File: config.mk
export PLATFORM = sky130hd
export DESIGN_NAME = serial_addsub
export DESIGN_NICKNAME = d
export VERILOG_FILES = /design/src/rtl/serial_addsub.sv
export SDC_FILE = /design/constraint.sdc
export NUM_CORES = 1
export LEC_CHECK = 0
export CORE_MARGIN = 4
export CORE_UTILIZATION = 45
export DETAILED_ROUTE_END_ITERATION = 10
export GPL_ROUTABILITY_DRIVEN = 0
export PLACE_DENSITY = 0.71
export SLEW_MARGIN = 10
export SYNTH_ARGS = -nofsm -noshare
export SYNTH_HDL_FRONTEND = slang
export SYNTH_SLANG_ARGS = --single-unit
File: constraint.sdc
create_clock -name clk -period 4.8 [get_ports clk]
set_clock_uncertainty 0.05 [all_clocks]
set_input_delay 1.44 -clock clk [delete_from_list [all_inputs] [get_ports clk]]
set_output_delay 1.44 -clock clk [all_outputs]
set_load 0.1 [all_outputs]
File: src/rtl/serial_addsub.sv
// Chunk-serial adder/subtractor: CHUNK bits of x and y per clock, LSB chunk first,
// with optional signed saturation. Results and flags update only on the completing edge.
module serial_addsub #(
  parameter int WIDTH = 16,
  parameter int CHUNK = 4
) (
  input  logic             clk,
  input  logic             rst_n,
  input  logic             start,
  input  logic             op,
  input  logic             sat,
  input  logic [WIDTH-1:0] x,
  input  logic [WIDTH-1:0] y,
  output logic             busy,
  output logic             done,
  output logic [WIDTH-1:0] s,
  output logic             cout,
  output logic             ovf,
  output logic             zero,
  output logic             neg
);

  localparam int N  = WIDTH / CHUNK;
  localparam int CW = (N > 1) ? $clog2(N) : 1;
  localparam logic [CW-1:0] LAST = CW'(N - 1);

  typedef enum logic [1:0] {IDLE, RUN, DONE} state_t;

  state_t           state_q, state_d;
  logic [WIDTH-1:0] x_q, x_d, y_q, y_d, acc_q, acc_d, s_q, s_d;
  logic             op_q, op_d, sat_q, sat_d, carry_q, carry_d;
  logic [CW-1:0]    cnt_q, cnt_d;
  logic             cout_q, cout_d, ovf_q, ovf_d, zero_q, zero_d, neg_q, neg_d;

  logic [CHUNK-1:0] x_chunk, y_chunk;
  logic [CHUNK:0]   chunk_sum;
  logic [WIDTH-1:0] acc_full, sat_val, result;
  logic             ovf_raw;

  always_comb begin
    x_chunk   = x_q[int'(cnt_q)*CHUNK +: CHUNK];
    y_chunk   = y_q[int'(cnt_q)*CHUNK +: CHUNK] ^ {CHUNK{op_q}};
    chunk_sum = {1'b0, x_chunk} + {1'b0, y_chunk} + (CHUNK+1)'(carry_q);
    acc_full  = acc_q;
    acc_full[int'(cnt_q)*CHUNK +: CHUNK] = chunk_sum[CHUNK-1:0];
    // Sign-based overflow test is equivalent to carry-in(MSB) xor carry-out(MSB).
    ovf_raw   = (x_q[WIDTH-1] == (y_q[WIDTH-1] ^ op_q)) && (acc_full[WIDTH-1] != x_q[WIDTH-1]);
    sat_val   = x_q[WIDTH-1] ? {1'b1, {(WIDTH-1){1'b0}}} : {1'b0, {(WIDTH-1){1'b1}}};
    result    = (sat_q && ovf_raw) ? sat_val : acc_full;
  end

  always_comb begin
    state_d = state_q;
    x_d     = x_q;
    y_d     = y_q;
    acc_d   = acc_q;
    op_d    = op_q;
    sat_d   = sat_q;
    carry_d = carry_q;
    cnt_d   = cnt_q;
    s_d     = s_q;
    cout_d  = cout_q;
    ovf_d   = ovf_q;
    zero_d  = zero_q;
    neg_d   = neg_q;
    case (state_q)
      IDLE, DONE: begin
        if (start) begin
          x_d     = x;
          y_d     = y;
          op_d    = op;
          sat_d   = sat;
          carry_d = op;
          cnt_d   = '0;
          acc_d   = '0;
          state_d = RUN;
        end else if (state_q == DONE) begin
          state_d = IDLE;
        end
      end
      RUN: begin
        acc_d   = acc_full;
        carry_d = chunk_sum[CHUNK];
        cnt_d   = cnt_q + CW'(1);
        if (cnt_q == LAST) begin
          state_d = DONE;
          s_d     = result;
          cout_d  = chunk_sum[CHUNK];
          ovf_d   = ovf_raw;
          zero_d  = (result == '0);
          neg_d   = result[WIDTH-1];
        end
      end
      default: state_d = IDLE;
    endcase
  end

  always_ff @(posedge clk or negedge rst_n) begin
    if (!rst_n) begin
      state_q <= IDLE;
      x_q     <= '0;
      y_q     <= '0;
      acc_q   <= '0;
      op_q    <= 1'b0;
      sat_q   <= 1'b0;
      carry_q <= 1'b0;
      cnt_q   <= '0;
      s_q     <= '0;
      cout_q  <= 1'b0;
      ovf_q   <= 1'b0;
      zero_q  <= 1'b0;
      neg_q   <= 1'b0;
    end else begin
      state_q <= state_d;
      x_q     <= x_d;
      y_q     <= y_d;
      acc_q   <= acc_d;
      op_q    <= op_d;
      sat_q   <= sat_d;
      carry_q <= carry_d;
      cnt_q   <= cnt_d;
      s_q     <= s_d;
      cout_q  <= cout_d;
      ovf_q   <= ovf_d;
      zero_q  <= zero_d;
      neg_q   <= neg_d;
    end
  end

  assign busy = (state_q == RUN);
  assign done = (state_q == DONE);
  assign s    = s_q;
  assign cout = cout_q;
  assign ovf  = ovf_q;
  assign zero = zero_q;
  assign neg  = neg_q;

endmodule

==> results list <==
- The flow ran to the end, and the final reports show no timing, DRC or antenna violations.
- Max-capacitance violation count: 0
- In this run, the number of DRC markers left after iteration 0 of detailed routing was 98.
- Total iterations of the first detailed-routing run: 4
- Clock-pin slew was measured on the worst setup and hold paths at 0.07 ns.
- Number of failing hold endpoints at the final stage: 0
- Number of antenna violations at the first check in global routing: 0
- Boundary Pins: 59
* Register area share after synthesis: 0.515
- Setup repair after global routing left no endpoint under its margin.
* H-tree depth reported by CTS: 3
- Area added between synthesis and finish: 24.8%
- The number of antenna diodes in the final layout is 0.
- The final layout contains 389 nets.
* Worst slack at placement: 1.14 ns
* Post-layout worst setup margin: 1.13 ns
* Initial core utilization: 0.463
- sky130_fd_sc_hd__dfrtp_1 is the most common cell in the netlist.
- Via count of the first global-routing pass: 2636
- Max-slew violation count: 0
- For the worst setup path, the data arrival time is 3.90 ns.
- The synthesized design spends more area on one cell type than any other, namely sky130_fd_sc_hd__dfrtp_1.
- Overall die height: 97.4 µm
* Total die area: 9490 µm²
* DRC viols: 0
- Number of port buffers: 58
- Total grt overflow: 0
- Post-synth ARST share: 1.00
- The number of different library cells used by synthesis comes to 51.
* Routed length per placed instance: 16.8 µm
- Among all flip-flop cells after synthesis, the most frequent one is sky130_fd_sc_hd__dfrtp_1.
* Worst min-delay path category: flop to flop
- Once detailed placement completed, the half-perimeter wirelength came to 5400 µm.
- Entering global routing, the biggest net connects 75 pins.
- Maximum fanout encountered on the critical timing path: 9
* Placed inst area: 4260 µm²
- The worst setup path is captured at a flop.
* Floorplan Core Area: 7770 µm²
* Final Routed Wirelength: 7540 µm
- For this run, the number of standard cells in the final layout without fillers is 448.
- Cells after synthesis: 283
- The finished cells cover 4490 µm².
* Detail-routed via count per cell: 5.53
* Instance count after placement with tap cells included: 432
- Counting every net in the synthesized netlist gives 331.
- In this run the core area contains 32 standard-cell rows.
- TritonCTS built the clock tree.
- Of the cells placed in the final design, the portion with a size suffix greater than 1 is 0.223.
* Post-synth top area share: 0.515
- Setup Total Neg Slack: 0 ns
- Once the clock tree was built, the setup fixing pass inserted 0 buffers.
- Avg Cell Area, Syn: 12.7 µm²
- CTS Root Buffer Type: sky130_fd_sc_hd__clkbuf_8
- Summing every instance area after synthesis gives 3600 µm².
- Share of the cycle needed by the critical path after routing: 0.765
- In this run the tightest slew margin relative to its limit is 0.351.
* Top cells by area in the synthesized netlist: sky130_fd_sc_hd__dfrtp_1 (51%), sky130_fd_sc_hd__mux2_2 (10%), sky130_fd_sc_hd__mux4_2 (5.0%), sky130_fd_sc_hd__ha_1 (3.1%), sky130_fd_sc_hd__o221a_2 (2.5%)
- Worst setup path category: flop to flop
- Across every metal layer, demand over resource in global routing totals 0.169.
- Global-route wire length before repair: 13000 µm
- Width of the die: 97.4 µm
- CTS saw 74 sinks.
- By count the netlist is led by sky130_fd_sc_hd__dfrtp_1 (74), sky130_fd_sc_hd__mux2_2 (33), sky130_fd_sc_hd__inv_1 (18).
- The clock reaches the later pin of the worst-skew pair after 0.35 ns.
- Clock tree synthesis inserted a total of 9 buffers.
- The clock passes through at most 2 buffers.
- In this run, synthesis inferred 0 flip-flops with an integrated enable.
- Transition time at the pin with the least slew margin: 0.971 ns
- Counting flops and latches in the post-synthesis netlist gives 74.
* Quantity of hold-fixing buffers added after cts: 0
* FMAX: 272 MHz
* Final setup fails: 0
* Via count of the routed design: 2476
- The number of gates resized after CTS was 0.
- STA classifies the critical path startpoint as a flop.
* Final critical delay including setup and external delays: 3.67 ns
- At the worst endpoint, the required time is 5.03 ns.
- Once detail routing completed, the nets flagged for antenna violations numbered 0.
- Counting the fill cells in the layout gives 686.
* Yosys synthesis warning count: 0
==> layout by cell type, fill, tap and decap left out, types with 2 or more instances in the layout <==
cell	count
sky130_fd_sc_hd__nor2_1	13
sky130_fd_sc_hd__xor2_1	5
sky130_fd_sc_hd__a2bb2oi_1	2
sky130_fd_sc_hd__inv_1	18
sky130_fd_sc_hd__a21oi_1	8
sky130_fd_sc_hd__o22ai_1	3
sky130_fd_sc_hd__nor3_1	2
sky130_fd_sc_hd__bufinv_16	2
sky130_fd_sc_hd__o21ai_0	12
sky130_fd_sc_hd__buf_4	5
sky130_fd_sc_hd__ha_1	9
sky130_fd_sc_hd__a22oi_1	2
sky130_fd_sc_hd__clkbuf_8	11
sky130_fd_sc_hd__nand4bb_1	2
sky130_fd_sc_hd__a22o_1	10
sky130_fd_sc_hd__nand2_1	14
sky130_fd_sc_hd__fa_1	2
sky130_fd_sc_hd__clkdlybuf4s50_1	56
sky130_fd_sc_hd__a211oi_1	7
sky130_fd_sc_hd__mux4_2	8
sky130_fd_sc_hd__dfrtp_1	74
sky130_fd_sc_hd__o221a_2	8
sky130_fd_sc_hd__o2bb2ai_1	5
sky130_fd_sc_hd__nor4b_1	2
sky130_fd_sc_hd__a21o_1	2
sky130_fd_sc_hd__mux2_2	33
sky130_fd_sc_hd__mux2i_1	3
==> cell families after synthesis <==
family / Yosys count / synth area share
buf+inv: 33 / 0.0393
mux: 44 / 0.162
simple gates: 48 / 0.0793
flops: 74 / 0.515
xor+xnor: 6 / 0.0146
compound gates: 67 / 0.148
fa+ha+maj: 11 / 0.0424
==> flip-flops by register name (all words and copies together) (netlist names) <==
name	cells
cnt_q	2
zero	1
x_q	16
sat_q	1
op_q	1
acc_q	16
carry_q	1
state_q	2
ovf	1
s	16
y_q	16
cout	1
==> final timing paths <==
kind / startpoint / to / slack (ns) / depth (start not counted)
setup / recovery: cnt_q[0]$_DFFE_PN0P_ / zero$_DFFE_PN0P_ / 1.13 / 9
hold / removal: ovf$_DFFE_PN0P_ / ovf$_DFFE_PN0P_ / 0.43 / 2
setup reg to reg: cnt_q[0]$_DFFE_PN0P_ / zero$_DFFE_PN0P_ / 1.13 / 9
hold reg to reg: ovf$_DFFE_PN0P_ / ovf$_DFFE_PN0P_ / 0.43 / 2
max in group asynchronous: rst_n / y_q[11]$_DFFE_PN0P_ / 2.85 / 2
min in group asynchronous: rst_n / acc_q[8]$_DFFE_PN0P_ / 1.26 / 2
==> routing by layer <==
| layer | GRT usage | share of wire |
|---|---|---|
| met5 | 0 | 0 |
| met4 | 0.0394 | 0.012 |
| met3 | 0.0510 | 0.057 |
| met2 | 0.275 | 0.48 |
| met1 | 0.223 | 0.45 |
==> per-stage QoR <==
stage	utilization	hold slack (ns)
2_1_floorplan	-	0.399
3_3_place_gp	0.549	0.418
3_5_place_dp	0.549	0.424
4_1_cts	0.578	0.439
5_1_grt	0.578	0.481
6_report	0.578	0.432
==> cell type report <==
type                            instances  area (µm²)  area share
Clock buffer                           12         155      0.0346
Clock inverter                          4        73.8      0.0164
Inverter                               18        67.6      0.0150
Multi-Input combinational cell        176        1610       0.359
Sequential cell                        74        1850       0.412
Tap cell                              102         128      0.0284
Timing Repair Buffer                   62         603       0.134
==> worst max-delay path, stage by stage (launching register included) <==
cell,delay (ns)
sky130_fd_sc_hd__dfrtp_1,0.66
sky130_fd_sc_hd__mux4_2,0.58
sky130_fd_sc_hd__xnor2_1,0.16
sky130_fd_sc_hd__fa_1,0.43
sky130_fd_sc_hd__fa_1,0.43
sky130_fd_sc_hd__xor2_1,0.39
sky130_fd_sc_hd__a2bb2oi_1,0.33
sky130_fd_sc_hd__nand2_1,0.09
sky130_fd_sc_hd__nor4_1,0.29
sky130_fd_sc_hd__a32o_1,0.20
Power is left out: the tool's default activity adds up to more than one toggle a clock period on the data nets, which glitch-free logic cannot reach.
